$ cat src/rtl/fma16_pkg.sv
`default_nettype none
// ============================================================================
//  Module      : fma16_pkg
//  Description : Shared types for the fma16 issue stage: operation and
//                rounding-mode encodings, the queued request record and the
//                op -> {mul,add,negr,negz} decode function.
//  Revision    : 1.0 - initial release
// ============================================================================
package fma16_pkg;

    typedef enum logic [2:0] {
        OP_FADD   = 3'd0,
        OP_FSUB   = 3'd1,
        OP_FMUL   = 3'd2,
        OP_FMADD  = 3'd3,
        OP_FMSUB  = 3'd4,
        OP_FNMADD = 3'd5,
        OP_FNMSUB = 3'd6,
        OP_RSVD   = 3'd7
    } fma16_op_e;

    typedef enum logic [1:0] {
        RM_RZ  = 2'b00,
        RM_RNE = 2'b01,
        RM_RP  = 2'b10,
        RM_RN  = 2'b11
    } fma16_rm_e;

    // ctrl is {mul, add, negr, negz}
    typedef struct packed {
        logic [3:0]  ctrl;
        logic [15:0] x;
        logic [15:0] y;
        logic [15:0] z;
        fma16_rm_e   rm;
    } fma16_req_t;

    // Reserved op decodes to all-zero controls, which makes fma16 pass x.
    function automatic logic [3:0] decode_op(input fma16_op_e op);
        logic [3:0] ctrl;
        case (op)
            OP_FADD:   ctrl = 4'b0100;
            OP_FSUB:   ctrl = 4'b0101;
            OP_FMUL:   ctrl = 4'b1000;
            OP_FMADD:  ctrl = 4'b1100;
            OP_FMSUB:  ctrl = 4'b1101;
            OP_FNMADD: ctrl = 4'b1110;
            OP_FNMSUB: ctrl = 4'b1111;
            default:   ctrl = 4'b0000;
        endcase
        return ctrl;
    endfunction

endpackage : fma16_pkg
`default_nettype wire

$ cat src/rtl/fma16_op_decode.sv
`default_nettype none
// ============================================================================
//  Module      : fma16_op_decode
//  Description : Combinational op decoder used on the queue push path.
//                Produces {mul, add, negr, negz} for an incoming op code.
//  Revision    : 1.0 - initial release
// ============================================================================
module fma16_op_decode
    import fma16_pkg::*;
(
    input  logic [2:0] op,
    output logic [3:0] ctrl
);

    assign ctrl = decode_op(fma16_op_e'(op));

endmodule : fma16_op_decode
`default_nettype wire

$ cat src/rtl/fma16_issue_queue.sv
`default_nettype none
// ============================================================================
//  Module      : fma16_issue_queue
//  Description : In-order operand/issue queue in front of fma16. Requests are
//                decoded at push and stored in a DEPTH-entry register array;
//                the head entry drives fma16 over a valid/ready handshake.
//                Optional feature macro: FMA16_IQ_ILLEGAL_OP_EN - adds the
//                err_illegal port; op 7 is then consumed but not enqueued.
//  Revision    : 1.0 - initial release
// ============================================================================
module fma16_issue_queue
    import fma16_pkg::*;
#(
    parameter int DEPTH = 4
)(
    input  logic                     clk,
    input  logic                     reset_n,
    input  logic                     in_valid,
    output logic                     in_ready,
    input  logic [2:0]               in_op,
    input  logic [15:0]              in_x,
    input  logic [15:0]              in_y,
    input  logic [15:0]              in_z,
    input  logic [1:0]               in_roundmode,
    output logic                     out_valid,
    input  logic                     out_ready,
    output logic [15:0]              x,
    output logic [15:0]              y,
    output logic [15:0]              z,
    output logic                     mul,
    output logic                     add,
    output logic                     negr,
    output logic                     negz,
    output logic [1:0]               roundmode,
`ifdef FMA16_IQ_ILLEGAL_OP_EN
    output logic                     err_illegal,
`endif
    output logic [$clog2(DEPTH):0]   count
);

    localparam int c_ptr_w = $clog2(DEPTH);
    localparam int c_cnt_w = c_ptr_w + 1;

    logic [c_ptr_w-1:0] r_wr_ptr;
    logic [c_ptr_w-1:0] r_rd_ptr;
    logic [c_cnt_w-1:0] r_count;
    logic [c_cnt_w-1:0] w_count_nxt;
    logic               r_rst_done;
    logic               w_full;
    logic               w_empty;
    logic               w_push;
    logic               w_pop;
    logic               w_enq;
    logic [3:0]         w_in_ctrl;
    fma16_req_t         w_in_req;
    fma16_req_t         w_mem [DEPTH];
    fma16_req_t         w_head;
    logic [c_ptr_w-1:0] w_rd_idx;

    // ------------------------------------------------------------------
    // Handshake and occupancy flags
    // ------------------------------------------------------------------
    assign w_full    = (r_count == c_cnt_w'(DEPTH));
    assign w_empty   = (r_count == '0);
    assign in_ready  = r_rst_done & ~w_full;
    assign out_valid = ~w_empty;
    assign w_push    = in_valid & in_ready;
    assign w_pop     = out_valid & out_ready;
    assign count     = r_count;

`ifdef FMA16_IQ_ILLEGAL_OP_EN
    logic w_illegal;
    logic r_err_illegal;

    // Reserved op completes the handshake but is never stored
    assign w_illegal   = (in_op == 3'(OP_RSVD));
    assign w_enq       = w_push & ~w_illegal;
    assign err_illegal = r_err_illegal;

    // Sticky error flag, cleared only by reset
    always_ff @(posedge clk or negedge reset_n) begin
        if (!reset_n) begin
            r_err_illegal <= 1'b0;
        end else if (w_push && w_illegal) begin
            r_err_illegal <= 1'b1;
        end
    end
`else
    assign w_enq = w_push;
`endif

    // ------------------------------------------------------------------
    // Push-path decode and request packing
    // ------------------------------------------------------------------
    fma16_op_decode u_op_decode (
        .op   (in_op),
        .ctrl (w_in_ctrl)
    );

    assign w_in_req.ctrl = w_in_ctrl;
    assign w_in_req.x    = in_x;
    assign w_in_req.y    = in_y;
    assign w_in_req.z    = in_z;
    assign w_in_req.rm   = fma16_rm_e'(in_roundmode);

    // ------------------------------------------------------------------
    // Storage: one register per slot, written when it is the write target
    // ------------------------------------------------------------------
    for (genvar gi = 0; gi < DEPTH; gi++) begin : g_entry
        fma16_req_t r_entry;

        // Capture the incoming request into this slot
        always_ff @(posedge clk or negedge reset_n) begin
            if (!reset_n) begin
                r_entry <= '0;
            end else if (w_enq && (r_wr_ptr == c_ptr_w'(gi))) begin
                r_entry <= w_in_req;
            end
        end

        assign w_mem[gi] = r_entry;
    end

    // ------------------------------------------------------------------
    // Head selection. When empty, the read pointer has already moved past
    // the last popped slot, so look one slot back to keep its data on the
    // outputs. That slot cannot be overwritten while the queue is empty.
    // ------------------------------------------------------------------
    assign w_rd_idx = w_empty ? (r_rd_ptr - c_ptr_w'(1)) : r_rd_ptr;
    assign w_head   = w_mem[w_rd_idx];

    assign x                       = w_head.x;
    assign y                       = w_head.y;
    assign z                       = w_head.z;
    assign {mul, add, negr, negz}  = w_head.ctrl;
    assign roundmode               = w_head.rm;

    // ------------------------------------------------------------------
    // Occupancy next-state
    // ------------------------------------------------------------------
    // Count moves only when exactly one of enqueue/dequeue happens
    always_comb begin
        w_count_nxt = r_count;
        case ({w_enq, w_pop})
            2'b10:   w_count_nxt = r_count + c_cnt_w'(1);
            2'b01:   w_count_nxt = r_count - c_cnt_w'(1);
            default: w_count_nxt = r_count;
        endcase
    end

    // Pointer, count and reset-release tracking registers
    always_ff @(posedge clk or negedge reset_n) begin
        if (!reset_n) begin
            r_wr_ptr   <= '0;
            r_rd_ptr   <= '0;
            r_count    <= '0;
            r_rst_done <= 1'b0;
        end else begin
            r_rst_done <= 1'b1;
            r_count    <= w_count_nxt;
            if (w_enq) begin
                r_wr_ptr <= r_wr_ptr + c_ptr_w'(1);
            end
            if (w_pop) begin
                r_rd_ptr <= r_rd_ptr + c_ptr_w'(1);
            end
        end
    end

endmodule : fma16_issue_queue
`default_nettype wire
$ cat config.mk
export PLATFORM = sky130hd
export DESIGN_NAME = fma16_issue_queue
export DESIGN_NICKNAME = d
export VERILOG_FILES = /design/src/rtl/fma16_pkg.sv /design/src/rtl/fma16_op_decode.sv /design/src/rtl/fma16_issue_queue.sv
export SDC_FILE = /design/constraint.sdc
export NUM_CORES = 1
export LEC_CHECK = 0
export ABC_AREA = 1
export ABC_CLOCK_PERIOD_IN_PS = 2420
export CORE_MARGIN = 3
export CORE_UTILIZATION = 55
export CTS_CLUSTER_DIAMETER = 50
export CTS_CLUSTER_SIZE = 8
export DETAILED_ROUTE_END_ITERATION = 16
export GPL_ROUTABILITY_DRIVEN = 0
export PLACE_DENSITY = 0.78
export SYNTH_ARGS = -nofsm -noshare
export SYNTH_HDL_FRONTEND = slang
export SYNTH_SLANG_ARGS = --single-unit
$ cat constraint.sdc
create_clock -name clk -period 2.42 [get_ports clk]
set_input_delay 0.484 -clock clk [delete_from_list [all_inputs] [get_ports clk]]
set_output_delay 0.484 -clock clk [all_outputs]
set_load 0.01 [all_outputs]
==> impl.org <==
** Critical path
- Worst Path Required :: 1.94 ns
- Traced cell by cell, the critical path runs through nor2_4 -> buf_6 -> nand3_4 -> buf_12 -> nand2_8 -> buf_8 -> buf_12 -> nand2_1 -> nand3_2 -> nand2_1 -> buf_2.
- Largest stage delay, worst path :: between 0.4 and 0.5 ns
- Crit Path Category :: reg -> out
- Category of the worst setup path capture point :: primary output
- The worst setup path is launched from a flop.
- Worst Path Arrival :: 2.28 ns
- Among all stages on the critical path, the largest delay is contributed by dfrtp_1.
- Maximum fanout encountered on the critical timing path :: 10

** Floorplan
- Total die area :: between 20000 and 25000 sq um
- around 120 I/O pins were placed.
- Core region area :: 19700 sq um
- Starting utilization of the core area :: a little under three fifths
- The floorplan step set the die height to ~150 microns.
- Die width :: 149 microns
- The floorplan has 51 rows.

** Pwr
- Leakage :: roughly 8.2 nW
- Dividing total power by cell area gives a power density of roughly 1800 nW/um^2.
- After layout, the design draws a total of approximately 28 mW.
- VDD sags by at most around 0.00084 V.

** Place
- Placed insts :: roughly 1800
- The HPWL after detailed placement is between 15000 and 20000 microns.
- Port buffering added about 120 buffers.

** Timing
- The count of endpoints failing hold in the final timing report came to 0.
- After routing, the total negative slack on setup checks comes to -13.24 ns.
- At the pin with the least slew margin, the transition time is ~0.5 ns.
- Across all setup checks in the final design, the least slack found is -0.342 ns.
- Final critical-path required period :: 2.76 ns
- The worst pin sits at a relative slew slack of between 60% and 70%.
- RSZ-0062 raised after global routing :: true
- The final count of pins violating max slew was 0.
- Setup Skew :: around 0.02 ns
- Based on the critical path, the design can be clocked at up to ~0.36 GHz.
- Setup violations remaining at the end of the flow were counted as 54.
- Final worst-path cycle share :: 114%

** Drt
- After detailed routing, the met2 layer carries about 19000 microns of wire.
- The first routing iteration left about 1500 violations.
- Number of vias per cell :: just under 6
- For this run, the detailed router's first-pass iteration total came to 9.
- Remaining DRCs :: 0
- Top routing layer used :: met4
- Wire length after detailed routing :: 39600 microns
- M1 WL :: 14400 microns
- Met3 Routed Length :: approximately 4100 microns
- Wirelength per Cell :: 20.9 microns
- The count of nets left with antenna violations once routing finished came out at 0.
- Via count :: 11300

** Synth
- Share of the yosys chip area belonging to registers :: ~50%
- Multiplexer fraction of the synthesized cell area :: 0%
- After synthesis the cells add up to between 10000 and 15000 sq um.
- The number of nets handed over by synthesis was 1528.
- The synthesized design contains between 200 and 250 register bits.
- Main combinational cell family by area after synthesis :: simple AND/OR/NAND/NOR gates
- Simple-gate share of the synthesized area :: between 20% and 30%
- Area share of fa/ha/maj cells after synthesis :: less than 1%
- Post-synthesis instance total :: roughly 1500
- Count of distinct cell types in the synthesized netlist :: 25
- Area fraction in compound gates after synthesis :: 10.3%
- Library cell occupying the most area in the post-synthesis netlist :: dfrtp_1
- By area the synthesized netlist is led by dfrtp_1 50%, nand2_1 14%, nand3_1 9.9%.
- Count of warnings emitted by yosys :: 0
- In this run the mean area of a mapped cell was 7.65 sq um.
- The top cell type by area accounts for 50.0% of the synthesized area.
- Parity-gate share of the synthesized area counting xor and xnor cells :: 0.313%

** Clocking
- Clock-pin slew was measured on the worst setup and hold paths at 0.05 ns.
- The cell sitting at the root of the clock tree is a clkbuf_16.
- Buffers inserted during clock tree synthesis total 34.
- TritonCTS built the clock tree.
- CTS max path bufs :: 3
- The H-tree was split into 2 levels.
- Source-to-sink clock delay at the later pin of the worst-skew pair :: roughly 0.5 ns
- Count of clock tree sinks :: about 220

** Layout
- In the final layout, the share of cells above drive strength 1 is 25.3%.
- Cells fill between 70% and 80% of the core in the end.
- Compared with the post-synthesis result, the final layout area differs by 39.8%.
- In the final design database the tool counted roughly 1700 nets.
- Fin cells :: roughly 1900
- Diodes inserted :: 0

** Run status
- Violations in the final reports :: setup timing
- The flow ran to the end, but the final reports show violations.

** GRT
- Vias in the first global route :: approximately 11000
- Entering global routing, the biggest net connects 65 pins.
- The initial antenna violation count is 0.
- Leftover overflow at the end of global routing :: 0
- Global routing used about 33% of the available tracks across all layers.
- First-pass GRT wire length :: between 50000 and 60000 microns

** Min path
- The min-delay analysis places its worst path in the category reg -> reg.

** Job
- Maximum Capacitance Violations :: 0
-- power breakdown --
| part | switching (mW) | internal (mW) |
|---|---|---|
| clock network | 1.65 | 2.84 |
| logic | 9.52 | 7.29 |
| registers | 1.12 | 5.49 |
-- state kept, by name, indices dropped and copies added (netlist names) --
signal / cells
r_rst_done: 1
count: 3
r_wr_ptr: 2
r_rd_ptr: 2
g_entry.r_entry: 216
-- metrics by stage --
| step | hold WS [ns] | cell area (sq um) | setup WS, ns |
|---|---|---|---|
| detailed placement | 0.462 | 12900 | -0.0777 |
| CTS | 0.478 | 15100 | -0.197 |
| global placement | 0.463 | 12900 | -0.0361 |
| floorplan | 0.188 | 11200 | 0.346 |
| finish | 0.481 | 15700 | -0.342 |
| global route | 0.505 | 15700 | -0.391 |
-- cell usage in the layout (no fill, tap or decap), types with 2 or more instances in the layout --
cell | netlist | layout
nor2_1 | 3 | 3
nand2_1 | 412 | 317
nand2_2 | 3 | 54
o21ai_2 | 17 | 16
xor2_1 | 3 | 3
dfrtp_1 | 224 | 224
bufbuf_16 | 0 | 2
o21ai_0 | 92 | 92
nand2_8 | 0 | 2
nand2_4 | 0 | 42
o21ai_1 | 104 | 104
nand3_1 | 222 | 128
inv_2 | 0 | 3
ha_1 | 5 | 5
buf_12 | 0 | 33
nand3_4 | 4 | 8
nand3_2 | 0 | 90
clkdlybuf4s50_1 | 0 | 59
buf_16 | 0 | 12
buf_4 | 0 | 28
clkbuf_8 | 0 | 2
buf_2 | 29 | 28
buf_8 | 0 | 7
buf_6 | 16 | 42
clkbuf_16 | 0 | 39
inv_1 | 281 | 278
-- worst paths after layout --
kind                                              startpoint                                  to  slack, ns  cells past startpoint
setup reg to reg                        count[0]$_DFFE_PN0P_  g_entry[2].r_entry[13]$_DFFE_PN0P_       0.06                      9
max in group asynchronous                            reset_n             r_wr_ptr[1]$_DFFE_PN0P_       1.15                      3
hold reg to reg            g_entry[2].r_entry[1]$_DFFE_PN0P_   g_entry[2].r_entry[1]$_DFFE_PN0P_       0.48                      2
setup / recovery                        count[1]$_DFFE_PN0P_                               x[15]      -0.34                     11
min in group asynchronous                            reset_n  g_entry[2].r_entry[40]$_DFFE_PN0P_       0.53                      2
hold / removal             g_entry[2].r_entry[1]$_DFFE_PN0P_   g_entry[2].r_entry[1]$_DFFE_PN0P_       0.48                      2
-- critical path: cells and delay by family, from the launching register on --
family                 cells  cell delay (ns)
buffers and inverters      5             0.72
flip-flops                 1             0.41
AND/OR/NAND/NOR            6             0.64
-- area by class of cell --
class / instances / area (sq um)
Clock buffer: 39 / 953
Tap cell: 265 / 332
Sequential cell: 224 / 5610
Fill cell: 1069 / 4060
Inverter: 281 / 1050
Timing Repair Buffer: 215 / 2640
Clock inverter: 1 / 30.0
Multi-Input combinational cell: 873 / 5040
-- cells by family after synthesis --
kind of cell / count (synthesis)
flip-flops: 224
AO/OA/AOI/OAI: 216
buffers and inverters: 368
other: 1
AND/OR/NAND/NOR: 646
adder cells (fa/ha/maj): 6
XOR/XNOR: 4
-- Yosys cell counts --
| cell | count |
|---|---|
| o21ai_0 | 92 |
| fa_1 | 1 |
| nand2_2 | 3 |
| inv_1 | 281 |
| or2_2 | 1 |
| conb_1 | 1 |
| o21ai_2 | 17 |
| clkbuf_1 | 33 |
| o21a_1 | 1 |
| nor2_1 | 3 |
| clkbuf_2 | 2 |
| buf_6 | 16 |
| buf_1 | 7 |
| nand2_1 | 412 |
| xor2_1 | 3 |
| nand3_4 | 4 |
| nand3_1 | 222 |
| ha_1 | 5 |
| a21oi_1 | 1 |
| buf_2 | 29 |
| nor2_4 | 1 |
| xnor2_1 | 1 |
| o21ai_1 | 104 |
| dfrtp_1 | 224 |
| a21oi_4 | 1 |
-- metal layers --
layer,vias to the layer above,GRT usage [%]
met2,830,54.1
met3,218,6.37
met1,5367,43.4
met5,-,0
met4,0,15.6
li1,4868,-
-- what timing repair did --
item | 4_1_cts | 5_1_grt
hold buffers | 1 | 0
setup endpoints to repair | 55 | 55
gates resized for setup | 411 | 125
setup buffers | 36 | 0
pin swaps | 53 | 36
cloned | 15 | 2
endpoints found under the hold margin | 57 | 0
Note: power is estimated with default switching activity, not from simulation.
